$ cat config.mk
export PLATFORM = sky130hd
export DESIGN_NAME = btn_pulse_gen
export DESIGN_NICKNAME = d
export VERILOG_FILES = /design/src/rtl/btn_pulse_gen.sv
export SDC_FILE = /design/constraint.sdc
export NUM_CORES = 1
export LEC_CHECK = 0
export ABC_AREA = 1
export ABC_CLOCK_PERIOD_IN_PS = 1950
export BUFFER_PORTS_ARGS = -buffer_cell sky130_fd_sc_hd__buf_4
export CELL_PAD_IN_SITES_DETAIL_PLACEMENT = 0
export CELL_PAD_IN_SITES_GLOBAL_PLACEMENT = 1
export CORE_MARGIN = 8
export CORE_UTILIZATION = 35
export DETAILED_ROUTE_END_ITERATION = 8
export PLACE_DENSITY = 0.72
export SLEW_MARGIN = 30
export SYNTH_ARGS = -nofsm -noshare
export SYNTH_HDL_FRONTEND = slang
export SYNTH_SLANG_ARGS = --single-unit
$ cat constraint.sdc
create_clock -name CLOCK_50 -period 1.95 [get_ports CLOCK_50]
set_input_delay 0.585 -clock CLOCK_50 [delete_from_list [all_inputs] [get_ports CLOCK_50]]
set_output_delay 0.585 -clock CLOCK_50 [all_outputs]
set_load 0.01 [all_outputs]
$ cat src/rtl/btn_pulse_gen.sv
// Push-button conditioning: two-flop synchroniser, tick-sampled debounce,
// single-cycle press pulses and optional hold-to-repeat pulses per channel.
module btn_pulse_gen #(
  parameter int unsigned N_BTN        = 3,
  parameter int unsigned SAMPLE_DIV   = 1250000,
  parameter int unsigned ACTIVE_LOW   = 1,
  parameter int unsigned REPEAT_EN    = 0,
  parameter int unsigned HOLD_TICKS   = 20,
  parameter int unsigned REPEAT_TICKS = 4
) (
  input  logic             CLOCK_50,
  input  logic             RST_N,
  input  logic [N_BTN-1:0] BTN_RAW,
  output logic [N_BTN-1:0] LEVEL,
  output logic [N_BTN-1:0] PULSE,
  output logic             TICK
);

  localparam int unsigned      PW      = $clog2(SAMPLE_DIV);
  localparam logic [PW-1:0]    PMAX    = PW'(SAMPLE_DIV - 1);
  localparam logic [N_BTN-1:0] REL_RAW = (ACTIVE_LOW != 0) ? {N_BTN{1'b1}} : {N_BTN{1'b0}};

  logic [PW-1:0]    presc_q, presc_d;
  logic             tick;
  logic [N_BTN-1:0] meta_q, sync_q;
  logic [N_BTN-1:0] sample_q;
  logic [N_BTN-1:0] level_q, level_d;
  logic [N_BTN-1:0] pulse_q, pulse_d;
  logic [N_BTN-1:0] pressed, upd, press_edge, rep_pulse;

  assign tick = (presc_q == PMAX);

  // A channel follows its input only when this tick's sample matches the previous one.
  always_comb begin
    presc_d    = tick ? '0 : presc_q + PW'(1);
    pressed    = sync_q ^ REL_RAW;
    upd        = {N_BTN{tick}} & ~(sample_q ^ pressed) & (pressed ^ level_q);
    level_d    = (level_q & ~upd) | (pressed & upd);
    press_edge = upd & pressed;
    pulse_d    = press_edge | rep_pulse;
  end

  always_ff @(posedge CLOCK_50 or negedge RST_N) begin
    if (!RST_N) begin
      presc_q  <= '0;
      meta_q   <= REL_RAW;
      sync_q   <= REL_RAW;
      sample_q <= '0;
      level_q  <= '0;
      pulse_q  <= '0;
    end else begin
      presc_q <= presc_d;
      meta_q  <= BTN_RAW;
      sync_q  <= meta_q;
      if (tick) sample_q <= pressed;
      level_q <= level_d;
      pulse_q <= pulse_d;
    end
  end

  if (REPEAT_EN != 0) begin : g_rep
    localparam int unsigned   CW   = $clog2(HOLD_TICKS + 1);
    localparam logic [CW-1:0] HMAX = CW'(HOLD_TICKS - 1);
    localparam logic [CW-1:0] RLD  = CW'((REPEAT_TICKS >= HOLD_TICKS) ? 0 : HOLD_TICKS - REPEAT_TICKS);

    for (genvar g = 0; g < N_BTN; g++) begin : g_ch
      logic [CW-1:0] hold_q, hold_d;
      logic          rp;

      // Counter holds ticks-held minus one reload period, so it tops out below HOLD_TICKS.
      always_comb begin
        hold_d = hold_q;
        rp     = 1'b0;
        if (!level_d[g] || press_edge[g]) begin
          hold_d = '0;
        end else if (tick) begin
          if (hold_q == HMAX) begin
            rp     = 1'b1;
            hold_d = RLD;
          end else begin
            hold_d = hold_q + CW'(1);
          end
        end
      end

      always_ff @(posedge CLOCK_50 or negedge RST_N) begin
        if (!RST_N) hold_q <= '0;
        else        hold_q <= hold_d;
      end

      assign rep_pulse[g] = rp;
    end
  end else begin : g_norep
    assign rep_pulse = '0;
  end

  assign LEVEL = level_q;
  assign PULSE = pulse_q;
  assign TICK  = tick;

endmodule
* After elaboration in Yosys (flattened, before gate mapping)
Index checks and enable logic that the tools add are counted.
** Word-level totals
- Register bits after elaboration :: 36
- Bits of input ports :: 5
- Output and inout port bits :: 7
- Word-level logic and storage cells :: 19
** Operators by class
- Add/subtract/negate cells :: 1
- Eq/ne operators :: 1
- Mux-type cells :: 1
- Bitwise operators :: 10
** Operators with widths (count)
- $add A21 B1 Y21 const B :: 1
- $eq A21 B21 Y1 const B :: 1
- $mux W21 :: 1
- $and A3 B3 Y3 :: 4
- $not A3 Y3 :: 3
- $xor A3 B3 Y3 :: 2
- $or A3 B3 Y3 :: 1

* Depth between registers and ports, before layout
Gate-level depths: netlist of the first run.
- Depth after elaboration :: 8
- Depth in mapped cells :: 8
- Gate-level depth less buffers :: 8

* Worst setup path before layout of the first run
No wires, ideal clock.
- Path kind :: register -> output
- Start point :: register presc_q[0]
- End point :: output port TICK
- Data arrival time :: 1145 ps
- Required time :: 1365 ps
- Path slack :: 220 ps
- Stages on the path, launching flop included :: 7
- Path buffers :: 1
- Cells stage by stage :: dfrtp_1 > ha_1 > nand3_1 > nor2_1 > nand3_2 > buf_6 > inv_1
** Between the ends
- Word-level cells in the longest chain between the ends :: 1
** Ends and longest elaborated chain
- start: declaration :: RTL line 23 : logic [PW-1:0] presc_q, presc_d;
- start signal: assignment :: RTL line 52 : presc_q <= presc_d;
- $eq A21 B21 Y1 :: RTL line 31 : assign tick = (presc_q == PMAX);
- end: declaration :: RTL line 16 : output logic TICK
Every way passes these cells.

* Worst setup path after layout of the first run
- Start point :: register presc_q[15]
- End point :: output port TICK
Same word-level chain as after synthesis.

==> results of run 1 <==
registers in the layout (all words and copies together), names as in the netlist, named ones only:
register	cells
meta_q	3
sample_q	3
PULSE	3
presc_q	21
sync_q	3
layout make-up:
type / instances / area (sq um)
multi-input combinational: 157 / 857
clock buffer: 6 / 72.6
sequential: 36 / 910
tap: 70 / 87.6
clock inverter: 2 / 35.0
inverter: 38 / 143
timing repair buffer: 21 / 161
fill: 530 / 2870
worst max-delay path, stage by stage, from the launching register on:
cell and delay (ps):
dfrtp_1 420, nor2_2 140, nand3_2 100, nor2_2 130, nand3_2 80, inv_2 60
buf_6 90
synthesized netlist by cell type, types with 2 or more instances:
master | n | area, sq um
dfrtp_1 | 30 | 751
dfstp_2 | 6 | 158
inv_1 | 38 | 143
nand2_1 | 58 | 218
nand2_2 | 4 | 25.0
nand3_1 | 15 | 75.1
nand3_2 | 3 | 30.0
nand4_1 | 7 | 43.8
nor2_1 | 39 | 146
nor2_2 | 3 | 18.8
nor2_4 | 3 | 33.8
nor3_2 | 2 | 20.0
nor3_4 | 3 | 48.8
o21ai_0 | 4 | 20.0
o21ai_1 | 3 | 15.0
xor2_1 | 10 | 87.6
per-stage QoR:
| stage | worst slack (ps) | power [uW] | hold slack (ps) |
|---|---|---|---|
| after floorplan | 220 | 778 | 289 |
| after global routing | -30.3 | 1480 | 281 |
| after CTS | 0.418 | 1440 | 266 |
| final | 52.5 | 1430 | 248 |
| after global placement | 268 | 801 | 346 |
| after detailed placement | 257 | 801 | 347 |
worst paths after layout:
| path | start | cells after the start | slack (ps) | to |
|---|---|---|---|---|
| max | presc_q[15]$_DFF_PN0_ | 6 | 50 | TICK |
| min | RST_N | 1 | 250 | presc_q[8]$_DFF_PN0_ |
| max reg2reg | presc_q[0]$_DFF_PN0_ | 8 | 470 | sample_q[2]$_DFFE_PN0N_ |
| min reg2reg | meta_q[2]$_DFF_PN1_ | 0 | 360 | sync_q[2]$_DFF_PN1_ |
| max in group asynchronous | RST_N | 1 | 1340 | meta_q[1]$_DFF_PN1_ |
| min in group CLOCK_50 | meta_q[2]$_DFF_PN1_ | 0 | 360 | sync_q[2]$_DFF_PN1_ |
cells by family (layout without fill, tap and decap cells):
| group | after synthesis | count (layout) | synth area share, % |
|---|---|---|---|
| AND/OR/NAND/NOR | 138 | 138 | 35.7 |
| buffers and inverters | 39 | 67 | 8.23 |
| flip-flops | 36 | 36 | 48.6 |
| XOR/XNOR | 10 | 10 | 4.69 |
| AO/OA/AOI/OAI | 8 | 8 | 2.14 |
| adder cells (fa/ha/maj) | 1 | 1 | 0.669 |
power by group through the flow:
stage	logic (uW)	clock network (uW)	registers (uW)
floorplan	3.64	0	775
global placement	25.4	0	775
detailed placement	25.5	0	776
CTS	25.5	657	762
global route	28.4	691	762
finish	24.0	641	762
metal layers:
metal	share of wire (%)	wire length, um
met1	50	1950
met2	44	1710
met3	5.1	199
met4	1.2	46
met5	0	0
what timing repair did:
item | 4_1_cts | 5_1_grt
endpoints found under the hold margin | 0 | 0
buffers inserted | 4 | 4
pin swaps | 3 | 4
endpoints found under the setup margin | 1 | 1
resized for setup | 6 | 8
==> results_dict.tcl, run 1 <==
set metrics [dict create \
    grt_pass1_vias 1385 \
    power_frac_seq_pct 53.4 \
    p_per_area_mw_per_mm2 630 \
    finalHoldViolCount 0 \
    first_pass_iters 4 \
    fin_area_sq_mm 0.00227 \
    fmax_ghz 0.527 \
    wl_mm 3.91 \
    cts_max_path_buffers 2 \
    synthArstFlopShare_pct 100 \
    via_count 1476 \
    required_ps 1360 \
    clock_latency_ps 280 \
    grt_pass1_wl_mm 6.82 \
    p_clk_share_pct 44.9 \
    rsz0062_at_grt "yes" \
    avgViaCountPerCell 4.47 \
    ant_nets 0 \
    grt_use_met1_pct 15.8 \
    maxSlewViolCount 0 \
    rows 26 \
    skew_ps 2.20 \
    io_pins 12 \
    stdcell_count 330 \
    status "finished clean" \
    mostFrequentLayoutCell "nand2_1" \
    synth_edf_count 0 \
    hpwlAfterDp_mm 2.83 \
    die_area_sq_mm 0.00794 \
    cts-root-buf "clkbuf_8" \
    grt.overflow.total 0 \
    worstSetupPathType "reg2out" \
    setup-violations-final 0 \
    ir_drop_mv 0.396 \
    ys_warn_count 0 \
    cts_tree "built" \
    cp-start-kind "register" \
    tightestPinTransition_ps 466 \
    synth_seq_cells 36 \
    power_frac_comb_pct 1.7 \
    dpl.cell_count 314 \
    finalCriticalPeriod_ps 1900 \
    grt_max_degree 37 \
    ys_seq_area_share_pct 48.6 \
    cp_max_fo 4 \
    critical_path_arrival_ps 1310 \
    cts.clk_slew.worst_paths_ps 70 \
    p_int_uw 1140 \
    numCtsBuffers 5 \
    grt_antenna_before_repair 0 \
    io_buffers 11 \
    layout_common_cells "nand2_1 (58), inv_1 (37), nor2_1 (35)" \
    grt_usage_pct 11.3 \
    syn_inst 232 \
    cts_sinks 36 \
    ctsHtreeMaxLevel 2 \
    p_sw_uw 283 \
    nNetsFinal 265 \
    dpl_cell_area_sq_mm 0.00204 \
    drive_above_1_share_pct 23.8 \
    die_y_um 89.1 \
    syn_nets 238 \
    end_kind "primary output" \
    gp_congestion 0.864 \
    min_path_type "in2async" \
    utilization_pct 44.1 \
    initial_core_util_pct 36.4 \
    drt_drc_violations_left 0 \
    final.setup.tns_ps 0 \
    diodes 0 \
    drv_cap 0 \
    fp.dieW_um 89.1 \
    top_usage_layer "met2" \
    relSlewSlack_pct 68.9 \
    finalCritPeriodShare_pct 97.3 \
    drtIter0Drc 36 \
    syn_to_final_growth_pct 21.2 \
    grt_use_met2_pct 16.3 \
    gr-usage-met3_pct 3.31 \
    sw_frac_of_total_pct 19.8 \
    core_area_sq_mm 0.00514 \
    syn_area_per_cell_sq_um 8.06 \
    synth_top_flop_cell "dfrtp_1" \
    leakage_uw 0.00110 \
    ctsHoldBuffers 0 \
    post_drt_wl_per_cell_um 11.8 \
    ys_types 20 \
    syn_area_sq_mm 0.00187 \
]
Note: power is estimated with default switching activity, not from simulation.
==> run 2: changes to the inputs <==
--- a/config.mk
+++ b/config.mk
@@ -8,7 +8,7 @@
 export ABC_AREA = 1
 export ABC_CLOCK_PERIOD_IN_PS = 1950
 export BUFFER_PORTS_ARGS = -buffer_cell sky130_fd_sc_hd__buf_4
-export CELL_PAD_IN_SITES_DETAIL_PLACEMENT = 0
+export CELL_PAD_IN_SITES_DETAIL_PLACEMENT = 1
 export CELL_PAD_IN_SITES_GLOBAL_PLACEMENT = 1
 export CORE_MARGIN = 8
 export CORE_UTILIZATION = 35
==> results_dict.tcl, run 2 (synthesized netlist as in run 1, its figures left out) <==
set metrics [dict create \
    required_ps 1360 \
    nNetsFinal 265 \
    mostFrequentLayoutCell "nand2_1" \
    p_sw_uw 294 \
    power.total_uw 1350 \
    fp.dieW_um 89.1 \
    cts_max_path_buffers 2 \
    drt_drc_violations_left 0 \
    first_pass_iters 4 \
    crit_chain "ha_4, nand3_4, nor2_2, nand3_2, inv_2, buf_6" \
    drive_above_1_share_pct 25.8 \
    die_area_sq_mm 0.00794 \
    grt_usage_pct 12.6 \
    grt_pass1_vias 1549 \
    avgViaCountPerCell 4.59 \
    worstSetupPathType "reg2out" \
    clock_latency_ps 290 \
    layout_common_cells "nand2_1 (56), inv_1 (36), nor2_1 (35)" \
    status "finished clean" \
    end_kind "primary output" \
    power_frac_comb_pct 1.8 \
    maxSlewViolCount 0 \
    numCtsBuffers 5 \
    grt_antenna_before_repair 0 \
    die_y_um 89.1 \
    rsz0062_at_grt "yes" \
    grt.overflow.total 0 \
    ir_drop_mv 0.379 \
    p_per_area_mw_per_mm2 595 \
    wl_mm 4.46 \
    finalCriticalPeriod_ps 1950 \
    fmax_ghz 0.513 \
    ant_nets 0 \
    grt_pass1_wl_mm 7.57 \
    post_drt_wl_per_cell_um 13.5 \
    cts_tree "built" \
    diodes 0 \
    initial_core_util_pct 36.4 \
    cts.clk_slew.worst_paths_ps 80 \
    finalHoldViolCount 0 \
    finalCritPeriodShare_pct 99.9 \
    io_pins 12 \
    fin_area_sq_mm 0.00226 \
    hold_ws_ps 228 \
    slowest_stage "dfrtp_1" \
    sw_frac_of_total_pct 21.8 \
    gp_congestion 0.864 \
    drtIter0Drc 41 \
    tightestPinTransition_ps 478 \
    utilization_pct 44.0 \
    syn_to_final_growth_pct 20.9 \
    largest_register_ff_count 21 \
    core_area_sq_mm 0.00514 \
    cts-root-buf "clkbuf_8" \
    skew_ps 8.23 \
    rows 26 \
    crit_path_max_incr_delay_ps 420 \
    critical_path_arrival_ps 1360 \
    drv_cap 0 \
    setup-violations-final 0 \
    hpwlAfterDp_mm 3.15 \
    relSlewSlack_pct 68.1 \
    ctsHoldBuffers 0 \
    top_register "presc_q" \
    p_clk_share_pct 41.5 \
    min_path_type "in2async" \
    ctsHtreeMaxLevel 2 \
    power_frac_seq_pct 56.7 \
    p_int_uw 1050 \
    grt_max_degree 37 \
    cp-start-kind "register" \
    io_buffers 11 \
    leakage_uw 0.00109 \
    cts_sinks 36 \
    dpl_cell_area_sq_mm 0.00204 \
    cp_max_fo 4 \
    via_count 1516 \
]
## run 2: changes by cell type in the layout (fill, tap and decap cells not counted)
cell | before | now
dfrtp_1 | 29 | 27
dfrtp_2 | 1 | 3
clkinv_2 | 1 | 0
clkbuf_8 | 5 | 6
nand2_2 | 4 | 6
nand2_1 | 58 | 56
inv_1 | 37 | 36
bufinv_16 | 1 | 0
inv_2 | 1 | 2
clkinvlp_4 | 0 | 1
## run 2: worst paths after layout
kind                       slack, ps                       to  cells past startpoint                 start
setup / recovery                   3                     TICK                      6  presc_q[0]$_DFF_PN0_
hold / removal                   230     presc_q[8]$_DFF_PN0_                      1                 RST_N
setup reg to reg                 440  sample_q[2]$_DFFE_PN0N_                      8  presc_q[0]$_DFF_PN0_
hold reg to reg                  360      sync_q[0]$_DFF_PN1_                      0   meta_q[0]$_DFF_PN1_
max in group asynchronous       1340    presc_q[14]$_DFF_PN0_                      1                 RST_N
min in group CLOCK_50            360      sync_q[0]$_DFF_PN1_                      0   meta_q[0]$_DFF_PN1_
## run 2: routing by layer
metal | part of all wire [%] | GRT usage (%)
met5 | 0 | 0
met2 | 47 | 19.5
met1 | 46 | 16.2
met4 | 2.1 | 4.98
met3 | 4.6 | 3.58
## run 2: what timing repair did
item	4_1_cts	5_1_grt
pin swaps	4	4
resized for setup	11	8
cloned	0	0
setup buffers	7	1
setup endpoints to repair	1	1
## run 2: layout make-up
| type | count | area (sq um) |
|---|---|---|
| inverter | 38 | 143 |
| tap | 70 | 87.6 |
| clock buffer | 7 | 86.3 |
| timing repair buffer | 21 | 161 |
| multi-input combinational | 157 | 862 |
| sequential | 36 | 912 |
| clock inverter | 1 | 7.51 |
| fill | 661 | 2880 |
## run 2: worst max-delay path: cells and delay by family, from the launching register on
family,cells,cell delay [ps]
fa+ha+maj,1,180
buf+inv,2,160
flops,1,420
simple gates,3,300
## run 2: stage by stage
stage                     setup slack (ps)  TNS [ps]  std cells
after CTS                             4.28         0        329
final                                 2.57         0        330
after floorplan                        220         0        232
after detailed placement               208         0        314
after global routing                 -95.0     -95.0        330
after global placement                 268         0        314
## run 2: power by group through the flow
| stage | logic (uW) | clock network (uW) | registers, uW |
|---|---|---|---|
| 2_1_floorplan | 3.64 | 0 | 775 |
| 3_3_place_gp | 25.4 | 0 | 775 |
| 3_5_place_dp | 25.6 | 0 | 776 |
| 4_1_cts | 25.6 | 574 | 762 |
| 5_1_grt | 29.5 | 611 | 762 |
| 6_report | 24.4 | 559 | 762 |
